`config.mk`:
```
export PLATFORM = sky130hd
export DESIGN_NAME = pwm_decode
export DESIGN_NICKNAME = d
export VERILOG_FILES = /design/src/rtl/pwm_decode.sv
export SDC_FILE = /design/constraint.sdc
export NUM_CORES = 1
export LEC_CHECK = 0
export CAP_MARGIN = 20
export CORE_ASPECT_RATIO = 1.4
export CORE_MARGIN = 4
export CORE_UTILIZATION = 50
export CTS_BUF_LIST = sky130_fd_sc_hd__clkbuf_8
export CTS_CLUSTER_DIAMETER = 200
export CTS_CLUSTER_SIZE = 40
export DETAILED_ROUTE_END_ITERATION = 16
export GPL_ROUTABILITY_DRIVEN = 0
export MAX_ROUTING_LAYER = met4
export PLACE_DENSITY_LB_ADDON = 0.3
export SLEW_MARGIN = 20
export SYNTH_ARGS = -nofsm -noshare
export SYNTH_HDL_FRONTEND = slang
export SYNTH_SLANG_ARGS = --single-unit
```
`constraint.sdc`:
```
create_clock -name clock_i -period 5.81 [get_ports clock_i]
set_input_delay 0.581 -clock clock_i [delete_from_list [all_inputs] [get_ports clock_i]]
set_output_delay 0.581 -clock clock_i [all_outputs]
set_load 0.1 [all_outputs]
```
`src/rtl/pwm_decode.sv`:
```
// -----------------------------------------------------------------------------
// pwm_decode
//
// Receive-side decoder for the 4-bit PWM audio frame format. A frame is PERIOD
// enable ticks long. The line is high for the first N ticks and low for the
// remaining ticks, where N is the sample value. The decoder measures the high
// time and the frame length between consecutive rising edges. For each
// well-formed frame it emits the recovered sample with a one-clock valid pulse.
// A malformed frame produces a one-clock err pulse instead.
//
// Ports
//   clock_i   : system clock; all state changes on its rising edge
//   reset_i   : asynchronous, active-high reset
//   ena_i     : one-clock tick strobe at the encoder's PWM enable rate
//   pwm_in_i  : PWM line, asynchronous to clock_i
//   sample_o  : last recovered sample; holds between updates
//   valid_o   : one-clock pulse when sample_o is updated
//   err_o     : one-clock pulse on a malformed frame or a stuck-high line
//
// PERIOD must equal 2**SAMPLE_W.
// -----------------------------------------------------------------------------
module pwm_decode #(
    parameter int PERIOD   = 16,
    parameter int SAMPLE_W = 4
) (
    input  logic                clock_i,
    input  logic                reset_i,
    input  logic                ena_i,
    input  logic                pwm_in_i,
    output logic [SAMPLE_W-1:0] sample_o,
    output logic                valid_o,
    output logic                err_o
);

    // Frame counters need to reach 2*PERIOD-1 so that an over-long frame is
    // still distinguishable from a PERIOD-long one. The run counter only has
    // to hold PERIOD.
    localparam int CNT_W = $clog2(PERIOD) + 1;
    localparam int RUN_W = $clog2(PERIOD + 1);

    localparam logic [CNT_W-1:0] CNT_ONE    = CNT_W'(1);
    localparam logic [CNT_W-1:0] CNT_MAX    = CNT_W'(2 * PERIOD - 1);
    localparam logic [CNT_W-1:0] CNT_PERIOD = CNT_W'(PERIOD);
    localparam logic [CNT_W-1:0] CNT_TOP    = CNT_W'(PERIOD - 1);
    localparam logic [RUN_W-1:0] RUN_ONE    = RUN_W'(1);
    localparam logic [RUN_W-1:0] RUN_MAX    = RUN_W'(PERIOD);

    typedef enum logic [1:0] {
        ST_IDLE = 2'd0,
        ST_HIGH = 2'd1,
        ST_LOW  = 2'd2
    } state_t;

    // Saturating increments
    function automatic logic [CNT_W-1:0] sat_inc_cnt(input logic [CNT_W-1:0] v);
        return (v == CNT_MAX) ? v : v + CNT_ONE;
    endfunction

    function automatic logic [RUN_W-1:0] sat_inc_run(input logic [RUN_W-1:0] v);
        return (v == RUN_MAX) ? v : v + RUN_ONE;
    endfunction

    // Synchronizer; runs every clock regardless of ena_i
    logic sync1_q;
    logic pwm_s_q;

    // Measurement state
    state_t              state_q,    state_d;
    logic                lvl_prev_q, lvl_prev_d;
    logic [CNT_W-1:0]    hi_q,       hi_d;
    logic [CNT_W-1:0]    per_q,      per_d;
    logic [RUN_W-1:0]    run_q,      run_d;
    logic                primed_q,   primed_d;
    logic [SAMPLE_W-1:0] sample_q,   sample_d;
    logic                valid_q,    valid_d;
    logic                err_q,      err_d;

    // Per-tick decode terms
    logic             rise;
    logic [RUN_W-1:0] run_next;
    logic             timeout;
    logic             frame_ok;

    always_ff @(posedge clock_i or posedge reset_i) begin
        if (reset_i) begin
            sync1_q <= 1'b0;
            pwm_s_q <= 1'b0;
        end else begin
            sync1_q <= pwm_in_i;
            pwm_s_q <= sync1_q;
        end
    end

    assign rise = pwm_s_q & ~lvl_prev_q;

    // A level change restarts the run at 1; a repeated level extends it.
    assign run_next = (pwm_s_q == lvl_prev_q) ? sat_inc_run(run_q) : RUN_ONE;
    assign timeout  = (run_next == RUN_MAX);

    // A good frame is exactly PERIOD ticks with a high time in 1..PERIOD-1.
    // Sample 0 never produces a rising edge, so it is reported via the low
    // timeout instead of a frame close.
    assign frame_ok = (per_q == CNT_PERIOD) && (hi_q != '0) && (hi_q <= CNT_TOP);

    always_ff @(posedge clock_i or posedge reset_i) begin
        if (reset_i) begin
            state_q    <= ST_IDLE;
            lvl_prev_q <= 1'b0;
            hi_q       <= '0;
            per_q      <= '0;
            run_q      <= '0;
            primed_q   <= 1'b0;
            sample_q   <= '0;
            valid_q    <= 1'b0;
            err_q      <= 1'b0;
        end else begin
            state_q    <= state_d;
            lvl_prev_q <= lvl_prev_d;
            hi_q       <= hi_d;
            per_q      <= per_d;
            run_q      <= run_d;
            primed_q   <= primed_d;
            sample_q   <= sample_d;
            valid_q    <= valid_d;
            err_q      <= err_d;
        end
    end

    always_comb begin
        state_d    = state_q;
        lvl_prev_d = lvl_prev_q;
        hi_d       = hi_q;
        per_d      = per_q;
        run_d      = run_q;
        primed_d   = primed_q;
        sample_d   = sample_q;
        valid_d    = 1'b0;
        err_d      = 1'b0;

        if (ena_i) begin
            lvl_prev_d = pwm_s_q;
            run_d      = run_next;

            unique case (state_q)
                ST_IDLE: begin
                    // First edge after reset opens a frame but has nothing
                    // to close yet.
                    if (rise) begin
                        state_d  = ST_HIGH;
                        per_d    = CNT_ONE;
                        hi_d     = CNT_ONE;
                        primed_d = 1'b1;
                    end
                end

                ST_HIGH: begin
                    per_d = sat_inc_cnt(per_q);
                    if (pwm_s_q) begin
                        hi_d = sat_inc_cnt(hi_q);
                    end else begin
                        state_d = ST_LOW;
                    end
                end

                ST_LOW: begin
                    if (rise) begin
                        // Close the frame that started at the previous edge.
                        // An unprimed frame began before a timeout or reset
                        // and cannot be trusted, so it is silently dropped.
                        if (primed_q) begin
                            if (frame_ok) begin
                                sample_d = hi_q[SAMPLE_W-1:0];
                                valid_d  = 1'b1;
                            end else begin
                                err_d = 1'b1;
                            end
                        end
                        primed_d = 1'b1;
                        state_d  = ST_HIGH;
                        per_d    = CNT_ONE;
                        hi_d     = CNT_ONE;
                    end else begin
                        per_d = sat_inc_cnt(per_q);
                    end
                end

                default: begin
                    state_d = ST_IDLE;
                end
            endcase

            // A full frame at one level. Cannot coincide with a rising edge,
            // since an edge restarts the run at 1, so the frame-close
            // outputs above are never overridden here.
            if (timeout) begin
                run_d    = '0;
                primed_d = 1'b0;
                if (pwm_s_q) begin
                    err_d   = 1'b1;
                    state_d = ST_HIGH;
                end else begin
                    sample_d = '0;
                    valid_d  = 1'b1;
                    state_d  = ST_LOW;
                end
            end
        end
    end

    assign sample_o = sample_q;
    assign valid_o  = valid_q;
    assign err_o    = err_q;

endmodule

```
Yosys cells after proc, flatten, opt, wreduce, memory -nomap -nowiden
Cells that the tools add are included.

cells by class
  shift operators = 0
  div/mod/pow operators = 0
  add/sub/neg operators = 3
  bitwise gates (word level) = 2
  magnitude comparators = 1
  multiplexer cells = 38
  $mul = 0
  equal/unequal tests = 14
  reductions and logical operators = 13

operators with widths
  operator                                                                  number
  5-bit 2-to-1 mux                                                          8
  5-bit == test (second input constant)                                     5
  4-bit 2-to-1 mux                                                          6
  1-bit 2-to-1 mux                                                          17
  5-bit by 1-bit adder with 5-bit output (second input constant)            3
  5-bit one-hot mux with 3 select lines                                     1
  5-bit one-hot mux with 2 select lines                                     1
  3-bit AND reduction                                                       3
  2-bit 2-to-1 mux                                                          4
  2-bit inequality test (second input constant)                             3
  2-bit nonzero test                                                        3
  5-bit by 4-bit <= comparator with 1-bit output (second input constant)    1
  5-bit AND reduction                                                       1
  5-bit nonzero test                                                        1
  2-bit one-hot mux with 2 select lines                                     1
  3-bit by 1-bit inequality test with 1-bit output (second input constant)  1
  3-bit inequality test (second input constant)                             1
  3-bit nonzero test                                                        1
  2-bit by 1-bit == test with 1-bit output (second input constant)          1
  2-bit == test (second input constant)                                     1
  1-bit logical AND                                                         2
  2-bit zero test                                                           1
  2-bit by 1-bit inequality test with 1-bit output (second input constant)  1
  2-bit OR reduction                                                        1
  3 further kinds                                                           3

word-level totals
  latch bits = 0
  register bits = 27
  bits in writable memories = 0
  memories kept = 0
  memory bits (read-only) = 0
  output and inout bits = 6
  logic and storage cells = 82

Logic depth before layout (Yosys ltp)
Gate-level depths: netlist of run 1.

  depth in word-level cells = 10
  depth in mapped cells = 8
  gate-level depth less buffers = 7

Least setup slack after synthesis of run 1
OpenSTA, ideal clock, no wires.

  kind = reg-to-reg
  start point = register pwm_s_q
  end point = register sample_q[0], in the netlist sample_o[0]
  cell stages (with the launch flop) = 8
  data arrival time = 1.844 ns
  slack = 3.843 ns
  data required time = 5.687 ns
  cell sequence = dfrtp_1 > ha_1 > or2b_1 > mux2i_1 > and4_1 > buf_6 > nand2_4 > a32o_1

on the way
  longest elaborated chain between the ends = 5
  elaborated cells between the ends (all ways) = 8
  those cells by class = eq/ne (2); mux (5); bitwise (1)

ends and longest elaborated chain
  element                   line  text
  start: declaration        65    logic pwm_s_q;
  start signal: assignment  90    pwm_s_q <= sync1_q;
  1-bit AND                 94    assign rise = pwm_s_q & ~lvl_prev_q;
  4-bit 2-to-1 mux          166   if (rise) begin
  4-bit 2-to-1 mux          144   unique case (state_q)
  4-bit 2-to-1 mux          198   if (pwm_s_q) begin
  4-bit 2-to-1 mux *        195   if (timeout) begin
  end signal: assignment    123   sample_q <= sample_d;
  end: declaration          74    logic [SAMPLE_W-1:0] sample_q, sample_d;

Mark *: on every way between the ends. The rest lies on a longest branch, timed or not.
A chain may end at the register's enable or synchronous reset.

Worst setup path in the final report of run 1
  start point = register sample_q[3], in the netlist sample_o[3]
  end point = output sample_o[3]

RTL lines
  element           line  text
  end: declaration  30    output logic [SAMPLE_W-1:0] sample_o,

No word-level cell between the ends.

==> results of run 1 <==
## state kept, by name (all words and copies together) (netlist names)
name and flops:
hi_q 5, per_q 5, run_q 5, sample_o 4, state_q 2, err_o 1
lvl_prev_q 1, primed_q 1, pwm_s_q 1, sync1_q 1, valid_o 1
## worst max path at each step
stage / from / end
3_5_place_dp: ena_i / sample_o[1]$_DFFE_PP0P_
2_1_floorplan: pwm_s_q$_DFF_PP0_ / sample_o[0]$_DFFE_PP0P_
5_1_grt: pwm_s_q$_DFF_PP0_ / sample_o[2]$_DFFE_PP0P_
3_3_place_gp: ena_i / sample_o[1]$_DFFE_PP0P_
6_report: sample_o[3]$_DFFE_PP0P_ / sample_o[3]
4_1_cts: sample_o[3]$_DFFE_PP0P_ / sample_o[3]
## logic make-up after synthesis
family,count (synthesis),synth area share (%)
AO/OA/AOI/OAI,47,19.8
XOR/XNOR,1,0.553
adder cells (fa/ha/maj),12,9.47
buffers and inverters,19,4.97
flip-flops,27,42.6
multiplexers,4,2.53
AND/OR/NAND/NOR,60,20.0
## per-stage QoR
stage | setup slack, ns | utilization (%) | total power, mW | instance area [um2] | instances
2_1_floorplan | 3.84 | - | 0.454 | 1590 | 170
3_3_place_gp | 3.30 | 57.3 | 0.503 | 1700 | 212
3_5_place_dp | 3.25 | 57.3 | 0.516 | 1700 | 212
4_1_cts | 3.39 | 59.0 | 0.633 | 1750 | 216
5_1_grt | 3.31 | 59.0 | 0.685 | 1750 | 216
6_report | 3.39 | 59.0 | 0.633 | 1750 | 216
## power by group through the flow
stage	registers, mW	logic (mW)	clock network, mW
after floorplan	0.261	0.193	0
after global placement	0.268	0.235	0
after detailed placement	0.269	0.247	0
after CTS	0.266	0.252	0.115
after global routing	0.272	0.290	0.123
final	0.266	0.255	0.112
## layout make-up
cell class | count | area, um2
clock buffers | 3 | 41.3
inverters | 15 | 56.3
flip-flops and latches | 27 | 676
repair buffers | 9 | 90.1
clock inverters | 1 | 7.51
well taps | 37 | 46.3
fillers | 251 | 1220
multi-input cells | 124 | 831
## per-layer routing
metal	share of wire (%)	global-route usage, %	up-vias
met1	43	20.1	612
met3	4.1	2.74	14
li1	-	-	625
met2	49	29.6	44
met5	0	-	-
met4	3.8	10.0	0
## cell usage after synthesis, types with 2 or more instances
cell | n | area share, %
a211o_1 | 2 | 1.1
a21o_1 | 2 | 0.95
a21oi_1 | 8 | 2.5
a22o_1 | 3 | 1.7
a31oi_1 | 3 | 1.2
a32o_1 | 4 | 2.5
clkbuf_1 | 2 | 0.47
dfrtp_1 | 27 | 43
ha_1 | 12 | 9.5
inv_1 | 15 | 3.6
mux2i_1 | 4 | 2.5
nand2_1 | 17 | 4.0
nand2b_1 | 4 | 1.6
nand3_1 | 6 | 1.9
nand3b_1 | 2 | 0.95
nand4_1 | 5 | 2.0
nor2_1 | 13 | 3.1
nor2b_1 | 4 | 1.6
o21ai_0 | 14 | 4.4
o31ai_1 | 4 | 1.9
==> flow_summary.yaml, run 1 <==
route:
  ant_nets: 0
  drc_errors: 0
  wl_per_cell_um: 15.0
  routed_wl_mm: 3.24
  num_vias: 1295
  drt_iter0_drc: 50
  drtPass1Iterations: 4
  vias_per_cell: 6.00
global_route:
  antenna_found_initial: 0
  grt_pass1_wl_mm: 5.52
  overflow: 0
  first_global_vias: 1236
  track_usage_pct: 17.6
  grt_max_degree: 28
power:
  p_sw_mw: 0.259
  power_frac_seq_pct: 42.0
  p_leak_nw: 0.806
  p_clk_share_pct: 17.7
  p_comb_share_pct: 40.3
  power-per-cell-area_nw_per_um2: 362
  peakVddDrop_v: 0.000191
  swShare_pct: 40.9
  internal_power_mw: 0.374
timing:
  finalMaxSlewViolations: 0
  maxSlewHeadroom_pct: 34.9
  setup_viol: 0
  rsz0062_at_grt: "false"
  fin_tns_setup_ns: 0
  fin_crit_sh_pct: 41.7
  tightest_slew_ns: 0.973
  fin_skew_ns: 0.0107
  hold_viol: 0
  timing.fmax_mhz: 413
  hold_ws_ns: 0.376
  fin_crit_ns: 2.42
die:
  ioPinCount: 10
  core_area_um2: 2960
  die_h_um: 74.6
  rows: 23
  start_util_pct: 53.5
  die_w_um: 55.6
  die-area_um2: 4150
worst_setup_path:
  worstPathRequired_ns: 5.23
  startpoint_type: "register"
  cp_top_family: "buffers and inverters"
  r2r_slack_ns: 3.48
  worst_path_max_delay_cell: "clkdlybuf4s50_1"
  reg2reg_depth: 6
  critPathArrivalTime_ns: 1.84
  critPathKind: "register to output pin"
  path_cells: "clkdlybuf4s50_1"
  crit_path_max_fanout: 3
  cpPeakStageDelay_ns: 1.15
  worstReg2RegStart: "pwm_s_q$_DFF_PP0_"
  end_kind: "output pin"
  cp_num_buf_inv: 1
  path_depth: 1
  r2r-end: "sample_o[2]$_DFFE_PP0P_"
yosys:
  ys_types: 39
  yosys_warnings: 0
  ys_seq_area_share_pct: 42.6
  yosys_register_bits: 27
  ys.flop_type: "dfrtp_1"
  synth_area_um2: 1590
  async_flop_share_pct: 100
  synth_cells: 170
  synth.avg_cell_area_um2: 9.33
  syn_nets: 186
  synth_edf_count: 0
job:
  maxCapViolCount: 0
cts:
  cts.sinks: 27
  cts_tree: "done"
  clock-root-buffer: "clkbuf_8"
  ctsResizeCount: 0
  hold_buffers: 0
  clk_latency_ns: 0.28
  clk_pin_slew_ns: 0.10
  cts-htree-levels: 1
  cts.path.max_buffers: 2
  cts_buffers: 3
  cts_setup_buffers: 0
place:
  portBuffers: 9
  post-dp-hpwl_mm: 2.35
final_layout:
  syn2layout_area_growth_pct: 10.3
  drive_gt1_share_pct: 5.03
  diodes: 0
  nets: 196
  final_common_cell: "dfrtp_1"
  final_cell_mix: "dfrtp_1, nand2_1, inv_1, o21ai_0, nor2_1"
worst_hold_path:
  hp-start: "sync1_q$_DFF_PP0_"
  holdPathEnd: "pwm_s_q$_DFF_PP0_"
  min_path_cells: 0
  hold_class: "register to register"
status:
  status: "finished clean"
(Power assumes the default switching activity.)
==> run 2: changes to the inputs <==
==> constraint.sdc (replaced) <==
create_clock -name clock_i -period 2.4 [get_ports clock_i]
set_input_delay 0.24 -clock clock_i [delete_from_list [all_inputs] [get_ports clock_i]]
set_output_delay 0.24 -clock clock_i [all_outputs]
set_load 0.1 [all_outputs]
==> flow_summary.yaml, run 2 (same netlist as run 1, synthesis figures left out) <==
status:
  status: "finished clean"
power:
  power_frac_seq_pct: 41.3
  p_sw_mw: 0.610
  power-per-cell-area_nw_per_um2: 870
  swShare_pct: 40.0
  p_clk_share_pct: 17.0
  peakVddDrop_v: 0.000525
  internal_power_mw: 0.913
  p_comb_share_pct: 41.7
  p_leak_nw: 0.842
final_layout:
  finish.instance_area_um2: 1750
  seqCellArea_um2: 676
  drive_gt1_share_pct: 9.34
  fillers: 275
  final_common_cell: "dfrtp_1"
  final_core_util_pct: 59.1
  multiInputGateArea_um2: 831
  nets: 199
  final_cell_mix: "dfrtp_1, nand2_1, inv_1"
  diodes: 0
  reg_top3: "hi_q (5), per_q (5), run_q (5)"
  syn2layout_area_growth_pct: 10.5
timing:
  hold_viol: 0
  tightest_slew_ns: 0.579
  fin_skew_ns: 0.00317
  fin_crit_sh_pct: 94.8
  fin_crit_ns: 2.28
  fin_tns_setup_ns: 0
  maxSlewHeadroom_pct: 61.3
  worst_slack_ns: 0.124
  rsz0062_at_grt: "false"
  finalMaxSlewViolations: 0
  setup_viol: 0
  timing.fmax_mhz: 439
route:
  drtPass1Iterations: 5
  drt_iter0_drc: 34
  wl_per_cell_um: 15.0
  drc_errors: 0
  routed_wl_mm: 3.29
  ant_nets: 0
  num_vias: 1293
  vias_per_cell: 5.90
cts:
  clk_pin_slew_ns: 0.09
  clk_latency_ns: 0.28
  ctsResizeCount: 0
  hold_buffers: 0
  cts.path.max_buffers: 2
  cts_buffers: 3
  cts-htree-levels: 1
  cts_setup_buffers: 0
  clock-root-buffer: "clkbuf_8"
  cts.sinks: 27
  cts_tree: "done"
worst_setup_path:
  end_kind: "register"
  cp_num_buf_inv: 0
  worstPathRequired_ns: 2.57
  crit_path_max_fanout: 8
  path_cells: "ha_1 -> or2b_1 -> mux2i_1 -> and4_1 -> a21oi_2 -> a32o_1"
  critPathLaunch: "pwm_s_q$_DFF_PP0_"
  cpPeakStageDelay_ns: 0.45
  cp_top_family: "simple AND/OR/NAND/NOR gates"
  critPathKind: "register to register"
  startpoint_type: "register"
  worstReg2RegStart: "pwm_s_q$_DFF_PP0_"
  worst_path_max_delay_cell: "dfrtp_1"
  cp-endpoint: "sample_o[0]$_DFFE_PP0P_"
  reg2reg_depth: 6
  r2r-end: "sample_o[0]$_DFFE_PP0P_"
  path_depth: 6
  critPathArrivalTime_ns: 2.45
  r2r_slack_ns: 0.12
die:
  ioPinCount: 10
  die_w_um: 55.6
  die-area_um2: 4150
  die_h_um: 74.6
  core_area_um2: 2960
  start_util_pct: 53.5
  rows: 23
global_route:
  first_global_vias: 1331
  gr-usage-met1_pct: 20.4
  use_met3_pct: 2.74
  track_usage_pct: 18.7
  antenna_found_initial: 0
  grt_max_degree: 28
  grt_pass1_wl_mm: 5.95
  overflow: 0
  gr-max-usage-layer: "met2"
  grtUsageMet2_pct: 33.8
job:
  maxCapViolCount: 0
worst_hold_path:
  hold_class: "input pin to asynchronous set/reset pin"
place:
  post-dp-hpwl_mm: 2.47
  post_dp_cell_area_um2: 1710
  dp_slack_ns: 0.146
  portBuffers: 9
## run 2: power groups by stage
stage | Combinational [mW] | Sequential (mW) | Clock (mW)
after floorplan | 0.467 | 0.631 | 0
after global placement | 0.591 | 0.633 | 0
after detailed placement | 0.629 | 0.637 | 0
after CTS | 0.632 | 0.628 | 0.266
after global routing | 0.724 | 0.644 | 0.286
final | 0.635 | 0.629 | 0.259
## run 2: how the worst min path moves through the flow
stage	slack, ns	depth (start not counted)	startpoint	to
after floorplan	0.27	0	pwm_in_i	sync1_q$_DFF_PP0_
after global placement	0.34	0	sync1_q$_DFF_PP0_	pwm_s_q$_DFF_PP0_
after detailed placement	0.36	0	sync1_q$_DFF_PP0_	pwm_s_q$_DFF_PP0_
after CTS	0.33	3	reset_i	sample_o[2]$_DFFE_PP0P_
after global routing	0.34	3	reset_i	run_q[0]$_DFFE_PP0P_
final	0.32	3	reset_i	run_q[0]$_DFFE_PP0P_
## run 2: metal layers
layer	up-vias	share of wire [%]	routed length [um]
met5	-	0	0
met3	5	3.3	109
met2	25	55	1790
met4	0	2.1	70
li1	635	-	-
met1	628	40	1320
## run 2: per-stage QoR
stage               std cells  total power [mW]  hold slack (ns)
floorplan                 170              1.10            0.271
global placement          215              1.22            0.343
detailed placement        215              1.27            0.358
CTS                       219              1.53            0.326
global route              219              1.65            0.343
finish                    219              1.52            0.317
## run 2: layout make-up
| class | count | share of cell area, % |
|---|---|---|
| clock buffers | 3 | 2.36 |
| clock inverters | 1 | 0.214 |
| inverters | 15 | 3.21 |
| multi-input cells | 124 | 47.4 |
| flip-flops and latches | 27 | 38.6 |
| well taps | 37 | 2.64 |
| repair buffers | 12 | 5.57 |
## run 2: worst min-delay path, delay by kind of cell
kind	cells	cell delay, ns
buffers and inverters	3	0.77
==> run 3: changes to the inputs <==
--- a/config.mk
+++ b/config.mk
@@ -8,7 +8,7 @@
 export CAP_MARGIN = 20
 export CORE_ASPECT_RATIO = 1.4
 export CORE_MARGIN = 4
-export CORE_UTILIZATION = 50
+export CORE_UTILIZATION = 35
 export CTS_BUF_LIST = sky130_fd_sc_hd__clkbuf_8
 export CTS_CLUSTER_DIAMETER = 200
 export CTS_CLUSTER_SIZE = 40
==> flow_summary.yaml, run 3 (same netlist as run 1, synthesis figures left out) <==
worst_setup_path:
  cp_num_buf_inv: 0
  worst_path_max_delay_cell: "and4_1"
  critPathKind: "register to register"
  cpPeakStageDelay_ns: 0.46
  cp_top_family: "simple AND/OR/NAND/NOR gates"
  path_cells: "ha_1 -> or2b_1 -> mux2i_1 -> and4_1 -> a21oi_2 -> a32o_1"
  crit_path_max_fanout: 8
  startpoint_type: "register"
  critPathArrivalTime_ns: 2.36
  end_kind: "register"
  worstPathRequired_ns: 2.57
final_layout:
  final_cell_mix: "dfrtp_1, nand2_1, inv_1"
  fillers: 429
  final_common_cell: "dfrtp_1"
  drive_gt1_share_pct: 10.9
  reg_top3: "hi_q (5), per_q (5), run_q (5)"
  syn2layout_area_growth_pct: 13.3
  diodes: 0
  nets: 201
global_route:
  overflow: 0
  track_usage_pct: 14.1
  antenna_found_initial: 0
  grt_max_degree: 28
  grt_pass1_wl_mm: 6.13
  first_global_vias: 1365
die:
  die-area_um2: 5690
  core_area_um2: 4310
  start_util_pct: 36.8
  die_h_um: 87.6
  ioPinCount: 10
  rows: 28
  die_w_um: 64.9
timing:
  fin_tns_setup_ns: 0
  finalMaxSlewViolations: 0
  timing.fmax_mhz: 458
  tightest_slew_ns: 0.447
  fin_crit_sh_pct: 90.9
  setup_viol: 0
  hold_ws_ns: 0.315
  rsz0062_at_grt: "false"
  maxSlewHeadroom_pct: 70.0
  hold_viol: 0
  fin_skew_ns: 0.00200
  fin_crit_ns: 2.18
cts:
  cts.path.max_buffers: 2
  cts_buffers: 3
  cts.sinks: 27
  cts_tree: "done"
  cts-htree-levels: 1
  hold_buffers: 0
  clk_latency_ns: 0.28
  clk_pin_slew_ns: 0.09
  cts_setup_buffers: 0
  clock-root-buffer: "clkbuf_8"
  ctsResizeCount: 0
power:
  p_clk_share_pct: 17.4
  peakVddDrop_v: 0.000427
  power_frac_seq_pct: 41.0
  p_leak_nw: 0.850
  p_comb_share_pct: 41.6
  power-per-cell-area_nw_per_um2: 860
  swShare_pct: 40.4
  p_sw_mw: 0.625
  internal_power_mw: 0.920
job:
  maxCapViolCount: 0
worst_hold_path:
  hold_class: "input pin to asynchronous set/reset pin"
place:
  portBuffers: 9
  post-dp-hpwl_mm: 2.60
route:
  wl_per_cell_um: 14.2
  num_vias: 1281
  vias_per_cell: 5.25
  drt_iter0_drc: 34
  drtPass1Iterations: 6
  drc_errors: 0
  ant_nets: 0
  routed_wl_mm: 3.46
status:
  status: "finished clean"
-- run 3: cell types whose count changed in the layout (fill, tap and decap cells not counted) --
cell	previous run	this run
clkinv_2	0	1
buf_4	9	11
inv_1	16	15
-- run 3: worst min-delay path: cells and delay by family --
kind     cells  cell delay, ns
buf+inv      3            0.77
-- run 3: metrics by stage --
step,power (mW),area [um2],setup slack [ns],utilization (%),cells
CTS,1.55,1800,0.217,41.7,244
detailed placement,1.28,1750,0.248,40.6,240
global placement,1.25,1750,0.315,40.6,240
floorplan,1.10,1590,0.433,-,170
finish,1.54,1800,0.218,41.7,244
global route,1.69,1800,0.0571,41.7,244
-- run 3: worst paths after layout --
kind / slack [ns] / from / to / cells past startpoint
min in group clock_i: 0.37 / sync1_q$_DFF_PP0_ / pwm_s_q$_DFF_PP0_ / 0
max: 0.22 / pwm_s_q$_DFF_PP0_ / sample_o[2]$_DFFE_PP0P_ / 6
min: 0.31 / reset_i / valid_o$_DFF_PP0_ / 3
max in group asynchronous: 1.82 / reset_i / per_q[3]$_DFFE_PP0P_ / 3
max reg2reg: 0.22 / pwm_s_q$_DFF_PP0_ / sample_o[2]$_DFFE_PP0P_ / 6
min reg2reg: 0.37 / sync1_q$_DFF_PP0_ / pwm_s_q$_DFF_PP0_ / 0
-- run 3: layout make-up --
| cell class | instances | area (um2) | area share (%) |
|---|---|---|---|
| Tap cell | 60 | 75.1 | 4.18 |
| Clock inverter | 1 | 5.00 | 0.279 |
| Multi-Input combinational cell | 124 | 831 | 46.2 |
| Clock buffer | 3 | 41.3 | 2.30 |
| Sequential cell | 27 | 676 | 37.6 |
| Timing Repair Buffer | 14 | 113 | 6.27 |
| Inverter | 15 | 56.3 | 3.13 |
-- run 3: power by group through the flow --
stage / registers (mW) / logic (mW) / clock network, mW
6_report: 0.634 / 0.642 / 0.269
5_1_grt: 0.649 / 0.737 / 0.300
4_1_cts: 0.632 / 0.645 / 0.277
3_5_place_dp: 0.641 / 0.642 / 0
3_3_place_gp: 0.635 / 0.614 / 0
2_1_floorplan: 0.631 / 0.467 / 0
-- run 3: metal layers --
metal / track usage (%) / vias up / wire length [um]
li1: - / 638 / -
met1: 15.9 / 623 / 1520
met2: 24.6 / 15 / 1810
met3: 1.93 / 5 / 65
met4: 6.54 / 0 / 68
met5: - / - / 0
